## src/rtl/rev_pkg.sv

```systemverilog
// Shared types and helpers for the dual-rail reversible adder.
package rev_pkg;

  typedef enum logic [1:0] {
    IDLE  = 2'd0,
    CHECK = 2'd1,
    RUN   = 2'd2,
    DONE  = 2'd3
  } state_e;

  typedef struct packed {
    logic t;
    logic n;
  } dr_t;

  function automatic dr_t dr_null();
    return '0;
  endfunction

  // A rail pair is a legal code only when the two rails differ.
  function automatic logic dr_invalid(input logic t, input logic n);
    return t == n;
  endfunction

endpackage

```

## src/rtl/rev_chunk_add.sv

```systemverilog
// Combinational CHUNK-bit dual-rail add/subtract slice with carry (borrow) in/out.
module rev_chunk_add
  import rev_pkg::*;
#(
  parameter int unsigned CHUNK = 4
) (
  input  logic             sub,
  input  logic [CHUNK-1:0] a_t,
  input  logic [CHUNK-1:0] a_n,
  input  logic [CHUNK-1:0] b_t,
  input  logic [CHUNK-1:0] b_n,
  input  dr_t              cin,
  output logic [CHUNK-1:0] s_t,
  output logic [CHUNK-1:0] s_n,
  output dr_t              cout
);

  logic [CHUNK-1:0] a_v;
  logic [CHUNK-1:0] b_v;
  logic             c_v;
  logic [CHUNK:0]   s_full;

  assign a_v = a_t & ~a_n;
  assign b_v = b_t & ~b_n;
  assign c_v = cin.t & ~cin.n;

  // In subtract mode the top bit of the widened difference is the borrow.
  always_comb begin
    s_full = '0;
    if (sub)
      s_full = {1'b0, a_v} - {1'b0, b_v} - {{CHUNK{1'b0}}, c_v};
    else
      s_full = {1'b0, a_v} + {1'b0, b_v} + {{CHUNK{1'b0}}, c_v};
  end

  assign s_t  = s_full[CHUNK-1:0];
  assign s_n  = ~s_full[CHUNK-1:0];
  assign cout = dr_t'{t: s_full[CHUNK], n: ~s_full[CHUNK]};

endmodule

```

## src/rtl/rev_add_seq.sv

```systemverilog
// Sequential dual-rail reversible adder: forward add / backward uncompute, CHUNK bits per cycle.
module rev_add_seq
  import rev_pkg::*;
#(
  parameter int unsigned WIDTH = 16,
  parameter int unsigned CHUNK = 4
) (
  input  logic             clk,
  input  logic             rst,
  input  logic             in_valid,
  output logic             in_ready,
  input  logic             mode,
  input  logic [WIDTH-1:0] a_t,
  input  logic [WIDTH-1:0] a_n,
  input  logic [WIDTH-1:0] b_t,
  input  logic [WIDTH-1:0] b_n,
  input  logic             cin_t,
  input  logic             cin_n,
  output logic             out_valid,
  input  logic             out_ready,
  output logic [WIDTH-1:0] r_t,
  output logic [WIDTH-1:0] r_n,
  output logic [WIDTH-1:0] bo_t,
  output logic [WIDTH-1:0] bo_n,
  output logic             cout_t,
  output logic             cout_n,
  output logic             err
);

  localparam int unsigned NCH = WIDTH / CHUNK;
  localparam int unsigned KW  = (NCH > 1) ? $clog2(NCH) : 1;

  state_e           state_q;
  logic             in_ready_q, out_valid_q, err_q;
  logic             mode_q, cin_t_q, cin_n_q, carry_q;
  logic [KW-1:0]    k_q;
  logic [WIDTH-1:0] a_t_q, a_n_q, b_t_q, b_n_q;
  logic [WIDTH-1:0] res_t_q, res_n_q, res_t_d, res_n_d;
  logic [WIDTH-1:0] r_t_q, r_n_q, bo_t_q, bo_n_q;
  dr_t              cout_q;

  logic [CHUNK-1:0] s_t, s_n;
  dr_t              co;
  logic             bad;
  logic             last;

  rev_chunk_add #(.CHUNK(CHUNK)) u_slice (
    .sub  (mode_q),
    .a_t  (a_t_q[k_q*CHUNK +: CHUNK]),
    .a_n  (a_n_q[k_q*CHUNK +: CHUNK]),
    .b_t  (b_t_q[k_q*CHUNK +: CHUNK]),
    .b_n  (b_n_q[k_q*CHUNK +: CHUNK]),
    .cin  (dr_t'{t: carry_q, n: ~carry_q}),
    .s_t  (s_t),
    .s_n  (s_n),
    .cout (co)
  );

  always_comb begin
    bad = dr_invalid(cin_t_q, cin_n_q);
    for (int unsigned i = 0; i < WIDTH; i++)
      bad = bad | dr_invalid(a_t_q[i], a_n_q[i]) | dr_invalid(b_t_q[i], b_n_q[i]);
  end

  always_comb begin
    res_t_d = res_t_q;
    res_n_d = res_n_q;
    res_t_d[k_q*CHUNK +: CHUNK] = s_t;
    res_n_d[k_q*CHUNK +: CHUNK] = s_n;
  end

  assign last = (k_q == KW'(NCH - 1));

  // Output rails are only loaded on entry to DONE, so they sit at the null spacer otherwise.
  always_ff @(posedge clk) begin
    if (rst) begin
      state_q     <= IDLE;
      in_ready_q  <= 1'b1;
      out_valid_q <= 1'b0;
      err_q       <= 1'b0;
      mode_q      <= 1'b0;
      cin_t_q     <= 1'b0;
      cin_n_q     <= 1'b0;
      carry_q     <= 1'b0;
      k_q         <= '0;
      a_t_q       <= '0;
      a_n_q       <= '0;
      b_t_q       <= '0;
      b_n_q       <= '0;
      res_t_q     <= '0;
      res_n_q     <= '0;
      r_t_q       <= '0;
      r_n_q       <= '0;
      bo_t_q      <= '0;
      bo_n_q      <= '0;
      cout_q      <= dr_null();
    end else begin
      case (state_q)
        IDLE: begin
          if (in_valid) begin
            mode_q     <= mode;
            a_t_q      <= a_t;
            a_n_q      <= a_n;
            b_t_q      <= b_t;
            b_n_q      <= b_n;
            cin_t_q    <= cin_t;
            cin_n_q    <= cin_n;
            in_ready_q <= 1'b0;
            state_q    <= CHECK;
          end
        end
        CHECK: begin
          if (bad) begin
            err_q       <= 1'b1;
            out_valid_q <= 1'b1;
            bo_t_q      <= b_t_q;
            bo_n_q      <= b_n_q;
            state_q     <= DONE;
          end else begin
            k_q     <= '0;
            carry_q <= cin_t_q;
            res_t_q <= '0;
            res_n_q <= '0;
            state_q <= RUN;
          end
        end
        RUN: begin
          res_t_q <= res_t_d;
          res_n_q <= res_n_d;
          carry_q <= co.t;
          k_q     <= k_q + KW'(1);
          if (last) begin
            r_t_q       <= res_t_d;
            r_n_q       <= res_n_d;
            cout_q      <= co;
            bo_t_q      <= b_t_q;
            bo_n_q      <= b_n_q;
            out_valid_q <= 1'b1;
            state_q     <= DONE;
          end
        end
        DONE: begin
          if (out_ready) begin
            out_valid_q <= 1'b0;
            err_q       <= 1'b0;
            in_ready_q  <= 1'b1;
            r_t_q       <= '0;
            r_n_q       <= '0;
            bo_t_q      <= '0;
            bo_n_q      <= '0;
            cout_q      <= dr_null();
            carry_q     <= 1'b0;
            k_q         <= '0;
            state_q     <= IDLE;
          end
        end
        default: state_q <= IDLE;
      endcase
    end
  end

  assign in_ready  = in_ready_q;
  assign out_valid = out_valid_q;
  assign err       = err_q;
  assign r_t       = r_t_q;
  assign r_n       = r_n_q;
  assign bo_t      = bo_t_q;
  assign bo_n      = bo_n_q;
  assign cout_t    = cout_q.t;
  assign cout_n    = cout_q.n;

endmodule

```

## config.mk

```make
export PLATFORM = sky130hd
export DESIGN_NAME = rev_add_seq
export DESIGN_NICKNAME = d
export VERILOG_FILES = /design/src/rtl/rev_pkg.sv /design/src/rtl/rev_chunk_add.sv /design/src/rtl/rev_add_seq.sv
export SDC_FILE = /design/constraint.sdc
export NUM_CORES = 1
export LEC_CHECK = 0
export CAP_MARGIN = 30
export CORE_ASPECT_RATIO = 1.5
export CORE_MARGIN = 8
export CORE_UTILIZATION = 35
export CTS_CLUSTER_SIZE = 30
export DETAILED_ROUTE_END_ITERATION = 10
export GPL_TIMING_DRIVEN = 0
export SETUP_SLACK_MARGIN = 0.4
export SKIP_CTS_REPAIR_TIMING = 1
export SYNTH_ARGS = -nofsm -noshare
export SYNTH_HDL_FRONTEND = slang
export SYNTH_SLANG_ARGS = --single-unit
```

## constraint.sdc

```tcl
create_clock -name clk -period 7.7 [get_ports clk]
set_input_delay 1.54 -clock clk [delete_from_list [all_inputs] [get_ports clk]]
set_output_delay 1.54 -clock clk [all_outputs]
set_load 0.02 [all_outputs]
```

==> results of run 1 <==
==> Yosys cell counts (all sizes together), types with 2 or more instances <==
cell     instances  area share, %
or3              2           0.16
nor3             5           0.37
nand4b          22            2.4
nand3b           5           0.47
mux2i            3           0.37
o32ai            4           0.44
nand3            8           0.50
o311ai           4           0.44
nand2b           5           0.39
and2             3           0.23
and3             2           0.22
inv             59            2.8
a22oi           29            2.7
a311oi           4           0.51
o31ai            4           0.44
or4             13            1.2
o22ai           25            1.9
xnor2           35            3.8
clkbuf          57            2.7
ha              18            2.8
o31a             3           0.33
a21oi          124            7.8
dfxtp          173             43
nand2          146            6.8
nor3b            9           0.84
o21a             3           0.28
a31oi            3           0.23
buf             23            1.6
a2111oi          3           0.41
nand4            4           0.31
a32oi           28            3.1
o21ai           51            3.2
nor4            14            1.1
nor2b           10           0.78
a31o             2           0.22
fa               4            1.0
nor2            68            3.2
==> power groups by stage <==
| stage | Sequential (mW) | Combinational [mW] | Clock, mW |
|---|---|---|---|
| finish | 1.16 | 1.24 | 0.878 |
| detailed placement | 1.18 | 1.24 | 0 |
| global route | 1.17 | 1.36 | 0.930 |
| global placement | 1.17 | 1.22 | 0 |
| floorplan | 1.18 | 0.762 | 0 |
| CTS | 1.16 | 1.24 | 0.892 |
==> area by class of cell <==
type                    count  area share (%)
plain buffers              80           3.295
clock buffers              17           4.103
clock inverters            15           1.653
inverters                  59           2.136
multi-input cells         670           38.61
flip-flops and latches    173           33.41
well taps                 280           3.379
repair buffers            139           13.42
==> kinds of logic (layout without fill, tap and decap cells) <==
logic type      count (synthesis)  after routing  synth area share (%)
simple gates                  318            318                 19.18
compound gates                289            289                 22.14
flops                         173            173                 43.14
buf+inv                       139            310                 7.013
xor+xnor                       36             36                 3.927
fa+ha+maj                      22             22                 3.802
mux                             5              5                0.7947
==> metrics by stage <==
| step | setup slack [ns] | utilization, % | power (mW) | area (um2) |
|---|---|---|---|---|
| 2_1_floorplan | 4.360 | - | 1.947 | 8029 |
| 5_1_grt | 3.113 | 45.47 | 3.460 | 10370 |
| 6_report | 3.421 | 45.47 | 3.272 | 10370 |
| 3_3_place_gp | 3.486 | 42.85 | 2.395 | 9771 |
| 4_1_cts | 3.400 | 45.47 | 3.292 | 10370 |
| 3_5_place_dp | 3.455 | 42.85 | 2.414 | 9771 |
==> per-layer routing <==
layer  vias to the layer above  GRT usage, %  share of wire, %
met4                         0         8.369               3.1
met1                      3535         18.96                38
met3                        49         3.227               3.3
met5                         -             0                 0
met2                       193         37.24                56
li1                       3762             -                 -
==> tightest hold or removal path, cell delays in order (launching register included) <==
cell,delay (ns)
dfxtp_1,0.31
nand2_1,0.05
a21oi_1,0.05
==> worst max path at each step <==
stage                                   start                   to  slack, ns
after global routing      k_q[0]$_SDFFE_PP0P_  r_n[7]$_SDFFE_PP0P_       3.11
after CTS                 k_q[0]$_SDFFE_PP0P_  r_n[3]$_SDFFE_PP0P_       3.40
after detailed placement  k_q[0]$_SDFFE_PP0P_  r_n[3]$_SDFFE_PP0P_       3.45
after floorplan           k_q[0]$_SDFFE_PP0P_  r_n[3]$_SDFFE_PP0P_       4.36
final                     k_q[0]$_SDFFE_PP0P_  r_n[7]$_SDFFE_PP0P_       3.42
after global placement    k_q[0]$_SDFFE_PP0P_  r_n[3]$_SDFFE_PP0P_       3.49
==> run metrics, run 1 <==
routability cong.=0.8917; Sequential Power Share=35.3%; Sink Count=173; leak pwr=3.449 nW; most frequent cells in the layout=dfxtp_1, nand2_1, clkdlybuf4s50_1; largest net degree at the start of global routing=19; post-route setup TNS=0 ns; post-synthesis sequential area ratio=43.14%; CTS root buf=clkbuf_16; Power per Cell Area=315.6 nW/um2; CTS clk-pin slew, worst paths=0.08 ns; crit-path max cell delay=0.52 ns; layout cells sized above 1=4.944%; CP max FO=10; CTS tree=done; min cycle time layout=4.279 ns; endpoints failing hold=0; Critical Path, Cell by Cell=clkbuf_1, buf_1, nand3_1, o311ai_0, o21ai_0, fa_1, ha_1, or4_1, nand4_1, mux2i_1, o32ai_1, a22oi_1, nor2_1; I/O pin total=140; WL per Instance=18.57 um; Worst Hold Launch=r_t[11]$_SDFFE_PP0P_; sw power=1.342 mW; Initial DRC Count=505; final routed DRC violation total=0; Avg Synthesized Cell Area=8.176 um2; Synth Net Count=1075; Maximum Capacitance Violations=0; CP Data Required Time=8.07 ns; Min-Delay Path Depth=2; Final Slew Violations=0; # setup viols final=0; Final HPWL DP=20.86 mm; Clk pwr share=26.8%; Slowest cell on crit path=fa_1; WS Path Type=reg -> reg; Via density=5.261; Diodes inserted=0; Hold Path Sink=r_t[11]$_SDFFE_PP0P_; Worst Hold Class=reg -> reg; Final Skew=0.01274 ns; switch share=41.00%; worst-case reg-to-reg path depth=13; internal power=1.931 mW; initial core utilization=35.21%; Reg area=3463 um2; initial antenna violation count=0; RSZ-0062 raised after global routing=no; total number of vias=7539; Top FF cell, synth=dfxtp_1; final hold slack=0.4581 ns; Core ar.=22800 um2; post-route ant nets=0; DR pass1 iterations=6; Fillers=2319; port buffer count=139; crit path launch type=register; CTS Buf Count=17; routed wire length=26.61 mm; Synth Instances=982; combinational fraction of design power=37.9%; critical path's top delay family=compound AO/OA/AOI/OAI gates; first-pass GRT wire length=41.57 mm; global route overflow=0; final worst-path cycle share=55.57%; Finished Layout Cells=1433; #FFs+latches synth=173; CTS H-tree lvls=4; setup slack, reg-to-reg=3.42 ns; synthesized area=8029 um2; ys async rst share=0%; EDFF count, synth=0; Area growth, synth to finish=29.13%; Die Y=201.5 um; area occupied by multi-input gates=4003 um2; RR Endpoint=r_n[7]$_SDFFE_PP0P_; peak supply drop=0.1737 mV; clk_lat worst skew=0.44 ns; Clock Path Buffers=2; Cells after DPL=1401; floorplan row count=68; Total Die Area=28140 um2; Crit. End Element=register; upper clock frequency limit=233.7 MHz; worst slew pin tran=0.8665 ns; R2R Path Start=k_q[0]$_SDFFE_PP0P_; Worst Path Buf+Inv=2; run status=completed; Relative slew margins=41.74%; critical path depth=13; leading cell type in the layout, fill and taps excluded=dfxtp_1; Cell variety after synth=53; Die X=139.7 um; vias in the first global route=7674; CP arrival=4.65 ns; GRT Resource Usage Total=18.97%; Final nets=1233; Ys Warns=0
No activity file was read; power rests on OpenSTA's default activity.
==> run 2: changes to the inputs <==
- clock period: 7.7 -> 3.9 ns (I/O delays scaled with it)
==> run metrics, run 2 (same netlist as run 1, synthesis figures left out) <==
run status=completed (unchanged); clk_lat worst skew=0.45 ns (was 0.44 ns); Diodes inserted=0 (unchanged); endpoints failing hold=0 (unchanged); pre-CTS WS=-0.3455 ns (was 3.455 ns); routed wire length=26.79 mm (was 26.61 mm); Slowest cell on crit path=or4_1 (was fa_1); Relative slew margins=41.31% (was 41.74%); leak pwr=3.500 nW (was 3.449 nW); Finished Layout Cells=1433 (unchanged); Maximum Capacitance Violations=0 (unchanged); port buffer count=139 (unchanged); Cells after DPL=1401 (unchanged); total number of vias=7562 (was 7539); largest net degree at the start of global routing=19 (unchanged); CTS root buf=clkbuf_16 (unchanged); global route overflow=0 (unchanged); Worst Hold Class=reg -> reg (unchanged); Die X=139.7 um (unchanged); CP Data Required Time=4.21 ns (was 8.07 ns); min cycle time layout=3.407 ns (was 4.279 ns); most frequent cells in the layout=dfxtp_1, nand2_1, clkdlybuf4s50_1 (unchanged); Final Skew=0.01336 ns (was 0.01274 ns); DR pass1 iterations=5 (was 6); Area growth, synth to finish=30.70% (was 29.13%); initial core utilization=35.21% (unchanged); Worst Path Buf+Inv=2 (unchanged); Layout Utilization=46.02% (was 45.47%); initial antenna violation count=0 (unchanged); met1 Use GR=18.96% (unchanged); Crit. End Element=register (unchanged); CP max FO=10 (unchanged); crit path launch type=register (unchanged); Die Y=201.5 um (unchanged); Pwr Total=6.549 mW (was 3.272 mW); Core ar.=22800 um2 (unchanged); met3 Usage GRT=3.227% (unchanged); vias in the first global route=7674 (unchanged); Critical Path, Cell by Cell=buf_6, buf_4, nor3b_1, a311oi_1, a21oi_2, fa_2, ha_1, or4_1, nand4_1, mux2_4, a21oi_1, o21ai_1, a21oi_1 (was clkbuf_1, buf_1, nand3_1, o311ai_0, o21ai_0, fa_1, ha_1, or4_1, nand4_1, mux2i_1, o32ai_1, a22oi_1, nor2_1); CTS Buf Count=17 (unchanged); upper clock frequency limit=293.5 MHz (was 233.7 MHz); cell repeated most along the worst path=a21oi_1; crit-path max cell delay=0.52 ns (about the same); CTS H-tree lvls=4 (unchanged); Final HPWL DP=20.86 mm (unchanged); WS Path Type=reg -> reg (unchanged); post-route ant nets=0 (unchanged); leading cell type in the layout, fill and taps excluded=dfxtp_1 (unchanged); final worst-path cycle share=87.36% (was 55.57%); first-pass GRT wire length=41.57 mm (unchanged); critical path's top delay family=compound AO/OA/AOI/OAI gates (unchanged); CTS tree=done (unchanged); Final nets=1233 (unchanged); floorplan row count=68 (unchanged); worst slew pin tran=0.8729 ns (was 0.8665 ns); CTS clk-pin slew, worst paths=0.08 ns (about the same); met2 Usage GRT=37.24% (unchanged); gr busiest metal=met2 (unchanged); Via density=5.277 (was 5.261); Power per Cell Area=624.1 nW/um2 (was 315.6 nW/um2); Total Die Area=28140 um2 (unchanged); RSZ-0062 raised after global routing=yes (was no); Clock Path Buffers=2 (unchanged); peak supply drop=0.3452 mV (was 0.1737 mV); layout cells sized above 1=6.938% (was 4.944%); # setup viols final=0 (unchanged); routability cong.=0.8917 (unchanged); post-route setup TNS=0 ns (unchanged); Initial DRC Count=529 (was 505); fin worst setup slack=0.4929 ns (was 3.421 ns); WL per Instance=18.70 um (was 18.57 um); Sink Count=173 (unchanged); final routed DRC violation total=0 (unchanged); Final Slew Violations=0 (unchanged); CP arrival=3.71 ns (was 4.65 ns); I/O pin total=140 (unchanged); GRT Resource Usage Total=18.97% (unchanged)
run 2: cell types whose count changed in the layout (fill, tap and decap cells not counted), sizes merged:
cell	delta
buf	+1
clkbuf	-1
run 2: worst paths after layout:
path                                      startpoint              endpoint  slack (ns)  cells past startpoint
worst max-delay path             k_q[0]$_SDFFE_PP0P_  r_t[11]$_SDFFE_PP0P_        0.49                     13
worst min-delay path            r_t[11]$_SDFFE_PP0P_  r_t[11]$_SDFFE_PP0P_        0.46                      2
worst max register to register   k_q[0]$_SDFFE_PP0P_  r_t[11]$_SDFFE_PP0P_        0.49                     13
worst min register to register  r_t[11]$_SDFFE_PP0P_  r_t[11]$_SDFFE_PP0P_        0.46                      2
run 2: power breakdown:
group          internal [mW]  total, mW  switching, mW
Clock                  0.917       1.74          0.821
Sequential              2.03       2.28          0.257
Combinational          0.909       2.53           1.62
Total                   3.85       6.55           2.70
run 2: final cells by class:
cell class	instances	area (um2)
well taps	280	350.3
clock buffers	17	425.4
inverters	59	221.5
repair buffers	139	1391
plain buffers	80	355.3
flip-flops and latches	173	3467
multi-input cells	670	4111
fillers	2295	12310
clock inverters	15	171.4
run 2: per-stage QoR:
| stage | instance area (um2) | hold WS, ns |
|---|---|---|
| floorplan | 8029 | 0.4488 |
| global placement | 9771 | 0.4482 |
| detailed placement | 9771 | 0.4511 |
| CTS | 10370 | 0.4604 |
| global route | 10490 | 0.4919 |
| finish | 10490 | 0.4588 |
run 2: worst register-to-register path: stages (launching register included):
cell	delay [ns]
dfxtp_4	0.39
buf_6	0.16
buf_4	0.19
nor3b_1	0.07
a311oi_1	0.32
a21oi_2	0.12
fa_2	0.38
ha_1	0.30
or4_1	0.52
nand4_1	0.17
mux2_4	0.22
a21oi_1	0.10
o21ai_1	0.23
a21oi_1	0.09
run 2: routing by layer:
metal	wire length, um	vias up
li1	-	3760
met1	10020	3548
met2	15010	209
met3	978	45
met4	780	0
met5	0	-
==> run 3: changes to the inputs <==
- ABC_AREA: default -> 1
- CORE_UTILIZATION: 35 -> 48
- PLACE_DENSITY: default -> 0.76
==> run metrics, run 3 <==
final routed DRC violation total=0 (unchanged); largest area contributor in the netlist=dfxtp_1 (unchanged); Diodes inserted=0 (unchanged); global route overflow=0 (unchanged); Finished Layout Cells=1521 (was 1433); WS Path Type=reg -> reg (unchanged); routability cong.=0.9524 (was 0.8917); top post-synthesis cells by count=nand2_1, dfxtp_1, a21oi_1 (was dfxtp_1, nand2_1, a21oi_1); min cycle time layout=3.363 ns (was 3.407 ns); leak pwr=3.970 nW (was 3.500 nW); Clock Path Buffers=2 (unchanged); Core ar.=16620 um2 (was 22800 um2); layout cells sized above 1=5.568% (was 6.938%); final instance area=10350 um2 (was 10490 um2); WL per Instance=16.42 um (was 18.70 um); count leader, synth=nand2_1 (was dfxtp_1); CP max FO=12 (was 10); crit path launch type=register (unchanged); Maximum Capacitance Violations=0 (unchanged); Initial DRC Count=563 (was 529); GRT Resource Usage Total=23.83% (was 18.97%); RSZ-0062 raised after global routing=yes (unchanged); largest net degree at the start of global routing=18 (was 19); CTS tree=done (unchanged); endpoints failing hold=0 (unchanged); EDFF count, synth=0 (unchanged); first-pass GRT wire length=39.61 mm (was 41.57 mm); vias in the first global route=7998 (was 7674); Layout Utilization=62.26% (was 46.02%); CTS root buf=clkbuf_16 (unchanged); Die Y=174.5 um (was 201.5 um); Cells after DPL=1488 (was 1401); worst-case reg-to-reg path depth=17 (was 13); Relative slew margins=57.16% (was 41.31%); Avg Synthesized Cell Area=7.066 um2 (was 8.176 um2); Top FF cell, synth=dfxtp_1 (unchanged); #FFs+latches synth=173 (unchanged); CTS clk-pin slew, worst paths=0.07 ns (was 0.08 ns); final worst-path cycle share=86.24% (was 87.36%); Worst Hold Class=reg -> reg (unchanged); Synth area leaders=dfxtp_1, nand2_1, a21oi_1 (was dfxtp_1, a21oi_1, nand2_1); initial antenna violation count=0 (unchanged); Crit. End Element=register (unchanged); routed wire length=24.98 mm (was 26.79 mm); run status=completed (unchanged); Total Die Area=21240 um2 (was 28140 um2); crit-path max cell delay=0.42 ns (was 0.52 ns); Die X=121.7 um (was 139.7 um); Via density=5.208 (was 5.277); port buffer count=139 (unchanged); upper clock frequency limit=297.3 MHz (was 293.5 MHz); Final Slew Violations=0 (unchanged); most frequent cells in the layout=nand2_1, dfxtp_1, a21oi_1 (was dfxtp_1, nand2_1, clkdlybuf4s50_1); Critical Path, Cell by Cell=buf_4, inv_1, buf_6, buf_6, nand2_1, a32o_1, fa_1, fa_1, nand2_1, nand2_1, xor2_2, inv_1, nor2_1, nand2_1, o21ai_1, nand2_1, a21oi_1 (was buf_6, buf_4, nor3b_1, a311oi_1, a21oi_2, fa_2, ha_1, or4_1, nand4_1, mux2_4, a21oi_1, o21ai_1, a21oi_1); worst slew pin tran=0.6377 ns (was 0.8729 ns); Final nets=1391 (was 1233); CTS Buf Count=17 (unchanged); post-synthesis sequential area ratio=43.07% (was 43.14%); post-route ant nets=0 (unchanged); Cell variety after synth=39 (was 53); CP Data Required Time=4.27 ns (was 4.21 ns); Synth Net Count=1231 (was 1075); Synth Instances=1138 (was 982); leading cell type in the layout, fill and taps excluded=nand2_1 (was dfxtp_1); Ys Warns=0 (unchanged); Final HPWL DP=19.62 mm (was 20.86 mm); DR pass1 iterations=5 (unchanged); Min-Delay Path Depth=2 (unchanged); share of the synthesized area in the top cell type=43.07% (was 43.14%); # setup viols final=0 (unchanged); Sink Count=173 (unchanged); initial core utilization=48.39% (was 35.21%); Power per Cell Area=686.4 nW/um2 (was 624.1 nW/um2); peak supply drop=0.3832 mV (was 0.3452 mV); floorplan row count=58 (was 68); CTS H-tree lvls=4 (unchanged); Slowest cell on crit path=fa_1 (was or4_1); Area growth, synth to finish=28.68% (was 30.70%); ys async rst share=0% (unchanged); placed instance area=9701 um2 (was 9771 um2); synthesized area=8041 um2 (was 8029 um2); Final Skew=0.01441 ns (was 0.01336 ns); I/O pin total=140 (unchanged); total number of vias=7922 (was 7562); cell repeated most along the worst path=nand2_1 (was a21oi_1); CP arrival=3.74 ns (was 3.71 ns); clk_lat worst skew=0.45 ns (about the same)
==> run 3: changes by cell type after synthesis, sizes merged, moves of 14 or more <==
| cell | previous run | this run |
|---|---|---|
| a22oi | 29 | 0 |
| nand2 | 146 | 290 |
| a32oi | 28 | 0 |
| o21ai | 51 | 101 |
| nand3 | 8 | 60 |
| nor4 | 14 | 0 |
| nand4b | 22 | 0 |
| inv | 59 | 104 |
| xnor2 | 35 | 10 |
| nor2 | 68 | 98 |
| a21oi | 124 | 161 |
| clkbuf | 57 | 41 |
| o22ai | 25 | 8 |
==> run 3: metal layers <==
layer / vias up / routed length (um) / GRT usage (%) / part of all wire [%]
met3: 69 / 1281 / 5.846 / 5.1
met2: 238 / 13270 / 43.71 / 53
met5: - / 0 / 0 / 0
met1: 3598 / 9194 / 23.20 / 37
met4: 0 / 1239 / 14.30 / 5.0
li1: 4017 / - / - / -
==> run 3: worst max-delay path: cells and delay by family, from the launching register on <==
family,cells,cell delay [ns]
adders and majority gates,2,0.83
buffers and inverters,5,0.74
and+or+nand+nor,6,0.59
AOI/OAI and AO/OA,3,0.57
DFF,1,0.35
xor gates and xnor gates,1,0.21
==> run 3: stage by stage <==
step                      power (mW)  hold WS (ns)  setup slack [ns]  setup TNS, ns
after floorplan                4.308        0.4301            0.6650              0
after global placement         5.268        0.4457           -0.5140         -7.809
after detailed placement       5.305        0.4466           -0.5495         -7.313
after CTS                      7.044        0.4581           -0.5813         -8.716
after global routing           7.535        0.4750            0.3207              0
final                          7.103        0.4604            0.5367              0
==> run 3: cell families (layout without fill, tap and decap cells) <==
kind of cell,count (synthesis),after routing,share of synthesized area [%]
AND/OR/NAND/NOR,469,469,23.87
AO/OA/AOI/OAI,287,287,18.72
flip-flops,173,173,43.07
buffers and inverters,170,343,8.698
adder cells (fa/ha/maj),22,22,3.797
XOR/XNOR,17,17,1.852
==> run 3: worst paths after layout <==
path,startpoint,endpoint,slack (ns)
hold reg to reg,bo_n[3]$_SDFFE_PP0P_,bo_n[3]$_SDFFE_PP0P_,0.46
hold / removal,bo_n[3]$_SDFFE_PP0P_,bo_n[3]$_SDFFE_PP0P_,0.46
setup reg to reg,k_q[0]$_SDFFE_PP0P_,res_n_q[14]$_SDFFE_PP0P_,0.54
setup / recovery,k_q[0]$_SDFFE_PP0P_,res_n_q[14]$_SDFFE_PP0P_,0.54
==> run 3: layout make-up <==
| class | count | area (um2) |
|---|---|---|
| Buffer | 64 | 321.6 |
| Clock buffer | 17 | 425.4 |
| Clock inverter | 15 | 176.4 |
| Tap cell | 210 | 262.8 |
| Inverter | 106 | 397.9 |
| Timing Repair Buffer | 141 | 1404 |
| Multi-Input combinational cell | 795 | 3895 |
| Fill cell | 1508 | 6271 |
| Sequential cell | 173 | 3465 |
==> run 3: report_power, final <==
group | internal [mW] | leakage [nW] | switching (mW)
Sequential | 2.09 | 1.41 | 0.204
Combinational | 1.06 | 2.27 | 1.99
Clock | 0.967 | 0.290 | 0.786
